`config.mk`:
```
export PLATFORM = sky130hd
export DESIGN_NAME = fifo_wr_arbiter
export DESIGN_NICKNAME = d
export VERILOG_FILES = /design/src/rtl/fifo_pkg.sv /design/src/rtl/rr_pick.sv /design/src/rtl/fifo_wr_arbiter.sv
export SDC_FILE = /design/constraint.sdc
export NUM_CORES = 1
export LEC_CHECK = 0
export ABC_CLOCK_PERIOD_IN_PS = 1600
export CORE_UTILIZATION = 38
export DETAILED_ROUTE_END_ITERATION = 6
export PLACE_DENSITY = 0.81
export RECOVER_POWER = 100
export SETUP_SLACK_MARGIN = 0.5
export SYNTH_ARGS = -nofsm -noshare
export SYNTH_HDL_FRONTEND = slang
export SYNTH_HIERARCHICAL = 1
export SYNTH_SLANG_ARGS = --single-unit
```
`constraint.sdc`:
```
create_clock -name clk -period 1.6 [get_ports clk]
set_clock_uncertainty 0.1 [all_clocks]
set_input_delay 0.32 -clock clk [delete_from_list [all_inputs] [get_ports clk]]
set_output_delay 0.32 -clock clk [all_outputs]
set_load 0.1 [all_outputs]
```
`src/rtl/fifo_pkg.sv`:
```
// fifo_pkg: shared state encoding and index-to-onehot helper for the FIFO
// write-side arbitration logic.
package fifo_pkg;

    localparam int MAX_REQ = 8;

    typedef enum logic {
        IDLE  = 1'b0,
        BURST = 1'b1
    } state_t;

    function automatic logic [MAX_REQ-1:0] to_onehot(input int idx);
        to_onehot = {{(MAX_REQ-1){1'b0}}, 1'b1} << idx;
    endfunction

endpackage

```
`src/rtl/rr_pick.sv`:
```
// rr_pick: picks the first valid requester after the last-grant pointer,
// searching cyclically, and returns it as both one-hot and index.
module rr_pick #(
    parameter int N  = 4,
    parameter int IW = $clog2(N)
) (
    input  logic [N-1:0]  valid,
    input  logic [IW-1:0] ptr,
    output logic [N-1:0]  onehot,
    output logic [IW-1:0] idx,
    output logic          any
);
    import fifo_pkg::*;

    logic [IW-1:0] j;

    always_comb begin
        idx = '0;
        any = 1'b0;
        j   = '0;
        for (int k = 1; k <= N; k++) begin
            j = IW'((int'(ptr) + k) % N);
            if (!any && valid[j]) begin
                any = 1'b1;
                idx = j;
            end
        end
        onehot = any ? N'(to_onehot(int'(idx))) : '0;
    end

endmodule

```
`src/rtl/fifo_wr_arbiter.sv`:
```
// fifo_wr_arbiter: round-robin burst arbiter sharing the FIFO write port among
// NUM_REQ requesters, with full back-pressure.
module fifo_wr_arbiter #(
    parameter int NUM_REQ   = 4,
    parameter int WIDTH     = 8,
    parameter int MAX_BURST = 4
) (
    input  logic                     clk,
    input  logic                     rst,
    input  logic [NUM_REQ-1:0]       req_valid,
    input  logic [NUM_REQ*WIDTH-1:0] req_data,
    output logic [NUM_REQ-1:0]       req_ready,
    input  logic                     fifo_full,
    output logic                     fifo_wr_en,
    output logic [WIDTH-1:0]         fifo_data,
    output logic [NUM_REQ-1:0]       grant,
    output logic                     busy
);
    import fifo_pkg::*;

    localparam int IW = $clog2(NUM_REQ);
    localparam int CW = $clog2(MAX_BURST) + 1;

    state_t             state, state_d;
    logic [NUM_REQ-1:0] grant_d, sel_oh;
    logic [IW-1:0]      ptr, ptr_d, sel_idx;
    logic [CW-1:0]      count, count_d;
    logic               sel_any, g_valid, xfer;

    rr_pick #(.N(NUM_REQ), .IW(IW)) u_pick (
        .valid  (req_valid),
        .ptr    (ptr),
        .onehot (sel_oh),
        .idx    (sel_idx),
        .any    (sel_any)
    );

    // grant is zero outside BURST, so every output below idles at zero
    assign busy       = (state == BURST);
    assign g_valid    = |(req_valid & grant);
    assign xfer       = busy & g_valid & ~fifo_full;
    assign fifo_wr_en = xfer;
    assign req_ready  = xfer ? grant : '0;

    always_comb begin
        fifo_data = '0;
        for (int i = 0; i < NUM_REQ; i++)
            if (grant[i]) fifo_data = req_data[i*WIDTH +: WIDTH];
    end

    always_comb begin
        state_d = state;
        grant_d = grant;
        ptr_d   = ptr;
        count_d = count;
        if (state == IDLE) begin
            if (sel_any) begin
                state_d = BURST;
                grant_d = sel_oh;
                ptr_d   = sel_idx;
                count_d = '0;
            end
        end else if (!g_valid) begin
            state_d = IDLE;
            grant_d = '0;
        end else if (xfer) begin
            // the final beat of a burst leaves, so count never reaches MAX_BURST
            state_d = (count == CW'(MAX_BURST - 1)) ? IDLE : BURST;
            grant_d = (count == CW'(MAX_BURST - 1)) ? '0 : grant;
            count_d = (count == CW'(MAX_BURST - 1)) ? '0 : count + 1'b1;
        end
    end

    always_ff @(posedge clk or negedge rst) begin
        if (!rst) begin
            state <= IDLE;
            grant <= '0;
            ptr   <= IW'(NUM_REQ - 1);
            count <= '0;
        end else begin
            state <= state_d;
            grant <= grant_d;
            ptr   <= ptr_d;
            count <= count_d;
        end
    end

endmodule
```
==> results of run 1 <==
synth_stat cells (2+ instances only):
cell type and instances:
clkbuf_1 4, nand3_1 3, mux2i_1 5, dfrtp_1 8
buf_2 3, nand2_1 12, a21oi_1 8, inv_1 7
mux2_2 2, nand2b_1 6, nor2b_1 9, a22oi_1 2
o2bb2ai_1 5, dfstp_2 2, and2_1 3, a22o_1 3
a221oi_1 7, a221oi_2 2, nor2_1 4, o31ai_1 6
o21ai_0 2
stage by stage:
stage	instance area [um2]	cells	setup slack [ns]
2_1_floorplan	1200	117	-0.779
3_3_place_gp	2090	216	-0.304
3_5_place_dp	2090	216	-0.380
logic make-up after synthesis:
family,after synthesis,share of synthesized area [%]
flops,10,26.0
mux,7,7.46
fa+ha+maj,1,1.29
compound gates,43,35.7
buf+inv,15,6.56
simple gates,41,23.0
==> run_results.csv, run 1 <==
group,metric,value,unit
run_status,run_status,"aborted with a tool error",
placed_design,dpl.hpwl,2970,um
logic_synthesis,synth_cell_types,35,
logic_synthesis,seq_area_frac_synth,26.0,%
logic_synthesis,synth_top_area_share,20.6,%
logic_synthesis,synth_area,973,um2
die,die_x,52.6,um
clock_tree,root_buffer,"clkbuf_4",
logic_synthesis,async_flop_share,100,%
placed_design,port_buffers,56,
run_status,error_line,"[ERROR DPL-0038] Utilization greater than 100%, impossible to legalize",
logic_synthesis,syn_nets,157,
clock_tree,post_cts_buffers,13,
logic_synthesis,ys.flop_type,"dfrtp_1",
clock_tree,htree_num_levels,1,
clock_tree,cts_repair_resize_count,44,
run_status,haltStage,"clock tree synthesis",
logic_synthesis,synth-warning-count,6,
die,die_h,52.6,um
clock_tree,clockBufferDepth,2,
logic_synthesis,synth-edff-count,0,
logic_synthesis,yosysTopAreaCell,"dfrtp_1",
logic_synthesis,synth_area_leaders,"dfrtp_1 21%, a221oi_1 6.3%, nor2b_1 5.8%",
die,rows,17,
die,ios,57,
logic_synthesis,ys_ff_latch,10,
logic_synthesis,synthesis.instances,117,
clock_tree,ctsHoldBuffers,0,
placed_design,gp_congestion,0.878,
die,start_util,42.0,%
clock_tree,cts_buffers,3,
clock_tree,clock-sinks,10,
logic_synthesis,syn_avg_cell_area,8.32,um2
==> run 2, diff against run 1 <==
- CORE_AREA: not set -> 2 2 63 65
- CORE_UTILIZATION: 38 -> not set
- DIE_AREA: not set -> 0 0 65 67
- PLACE_DENSITY: 0.81 -> not set
- PLACE_DENSITY_LB_ADDON: not set -> 0.15
- SETUP_SLACK_MARGIN: 0.5 -> not set
==> run 2 against run 1 <==
  * The flow now finishes, with violations (setup timing)
  * Synthesized cell count stayed put
  * Synthesized area stayed put
==> run_results.csv, run 2 <==
group,metric,value,unit
run_status,run_status,"finished, violations left",
run_status,violations,"setup timing",
placed_design,place_area,0.00207,mm2
logic_synthesis,ys.flop_type,"dfrtp_1",
layout,final_cell_mix,"33 x clkdlybuf4s50_1, 23 x buf_4, 20 x buf_12",
logic_synthesis,synth_cell_types,35,
logic_synthesis,async_flop_share,100,%
routing,wl_per_cell,15.0,um
routing,firstDrtPassIters,4,
routing,drtAntennaViolNets,0,
routing,drcViolationCount,0,
layout,fin_util,64.4,%
worst_setup_path,startpoint_type,"flop",
logic_synthesis,syn_nets,157,
power_and_ir_drop,p_total,5.06,mW
routing,vias,1274,
global_route,grt_pass1_vias,1196,
logic_synthesis,ys_ff_latch,10,
global_route,grt_max_degree,21,
global_route,antenna_found_initial,0,
layout,reg_top3,"grant x4, count x3, ptr x2",
worst_hold_path,worstHoldPathType,"input port to async pin",
placed_design,port_buffers,56,
sta,maxSlewViolCount,0,
sta,relSlewSlack,68.2,%
placed_design,dpl.hpwl,2860,um
sta,timing.fmax,0.503,GHz
clock_tree,cts_buffers,3,
clock_tree,cts.clk_slew.worst_paths,0.05,ns
layout,areaGrowthSynthToFinish,139,%
clock_tree,root_buffer,"clkbuf_8",
layout,nNetsFinal,243,
die,rows,22,
clock_tree,clk_latency,0.23,ns
placed_design,post-place-cells,236,
layout,fin_cells,250,
clock_tree,htree_num_levels,1,
layout,final_common_cell,"clkdlybuf4s50_1",
die,die_area,0.00436,mm2
logic_synthesis,seq_area_frac_synth,26.0,%
sta,finalSetupTns,-5.68,ns
run,drv_cap,0,
global_route,grt_pass1_wl,5640,um
sta,period_share,124,%
logic_synthesis,synth_area_leaders,"dfrtp_1 21%, a221oi_1 6.3%, nor2b_1 5.8%",
clock_tree,clockBufferDepth,2,
routing,routed_via_density,5.10,
layout,fillers,292,
logic_synthesis,yosysTopAreaCell,"dfrtp_1",
die,die_x,65,um
power_and_ir_drop,power_density,2180,mW/mm2
worst_setup_path,cp-end-kind,"output pin",
die,ios,57,
routing,drtIter0Drc,148,
layout,diodes,0,
clock_tree,clock-sinks,10,
layout,largest_reg_flops,4,
logic_synthesis,synth_area,973,um2
sta,min_period,1.99,ns
placed_design,gp_congestion,0.966,
worst_setup_path,worstPathRequired,1.18,ns
routing,wl,3740,um
logic_synthesis,ys_top_cells_by_count,"12 x nand2_1, 9 x nor2b_1, 8 x a21oi_1, 8 x dfrtp_1",
die,die_h,67,um
layout,max_flop_register,"grant",
global_route,grt_overflow_total,0,
clock_tree,cts_tree,"yes",
power_and_ir_drop,vdd_drop_max,1.48,mV
sta,rsz0062_at_grt,"yes",
sta,post-route-worst-setup-slack,-0.389,ns
placed_design,dpl_worst_slack,-0.512,ns
logic_synthesis,syn_avg_cell_area,8.32,um2
sta,finalHoldViolations,0,
logic_synthesis,synth_top_area_share,20.6,%
die,core,0.00361,mm2
sta,setup_viol_count_final,19,
worst_setup_path,crit_type,"flop to output pin",
global_route,gr-usage-all-layers,16.4,%
logic_synthesis,synth-edff-count,0,
logic_synthesis,synthesis.instances,117,
layout,layout-drive-gt1-share,49.0,%
layout,stdcell_area,0.00232,mm2
logic_synthesis,yosysMostFrequentCell,"nand2_1",
power_and_ir_drop,power_leakage,0.977,nW
worst_setup_path,crit_fanout,3,
sta,worstMarginPinSlew,0.475,ns
worst_setup_path,arrival,1.57,ns
die,start_util,27.0,%
sta,holdWs,0.382,ns
logic_synthesis,synth-warning-count,6,
## run 2: cell counts after synthesis
Identical to the previous run, type by type.
## run 2: kinds of logic after synthesis
kind of cell,synth area share [%]
fa+ha+maj,1.29
flops,26.0
simple gates,23.0
mux,7.46
compound gates,35.7
buf+inv,6.56
## run 2: cell type report
| class | instances | area, um2 | share of cell area [%] |
|---|---|---|---|
| tap | 48 | 60.1 | 2.58 |
| timing repair buffer | 89 | 1030 | 44.4 |
| sequential | 10 | 272 | 11.7 |
| inverter | 7 | 26.3 | 1.13 |
| multi-input combinational | 92 | 878 | 37.8 |
| clock buffer | 4 | 55.1 | 2.37 |
## run 2: power breakdown
group | leakage [nW] | internal [mW] | total [mW] | switching (mW)
registers | 0.120 | 0.392 | 0.549 | 0.157
logic | 0.828 | 1.75 | 4.19 | 2.44
clock network | 0.0288 | 0.216 | 0.316 | 0.0999
total | 0.977 | 2.36 | 5.06 | 2.70
## run 2: worst paths after layout
kind | slack (ns) | end | cells after the start | start
hold / removal | 0.38 | grant[0] | 1 | rst
setup / recovery | -0.39 | fifo_data[4] | 5 | grant[0]
min in group clk | 0.40 | count[2] | 2 | count[2]
hold reg to reg | 0.40 | count[2] | 2 | count[2]
max in group asynchronous | 0.66 | grant[3] | 1 | rst
setup reg to reg | -0.19 | busy | 8 | grant[1]
## run 2: layer usage
layer	vias up	global-route usage [%]	wire (um)	share of wire (%)
li1	605	-	-	-
met1	621	18.9	1380	37
met2	42	30.5	2080	56
met3	6	2.36	230	6.1
met4	0	6.12	44	1.2
met5	-	0	0	0
## run 2: worst max-delay path: stages (launching register included)
cell and delay (ns):
dfrtp_4 0.47, nor2b_4 0.15, buf_12 0.12, a221oi_2 0.31, o31ai_4 0.10, buf_12 0.17
## run 2: what timing repair did
| item | 4_1_cts | 5_1_grt |
|---|---|---|
| hold buffers | 0 | 0 |
| hold endpoints to repair | 0 | 0 |
| gates cloned | 0 | 0 |
| buffers inserted | 7 | 4 |
| gates resized for setup | 18 | 13 |
| endpoints found under the setup margin | 23 | 19 |
| pin swaps | 2 | 3 |
(Power assumes the default switching activity.)
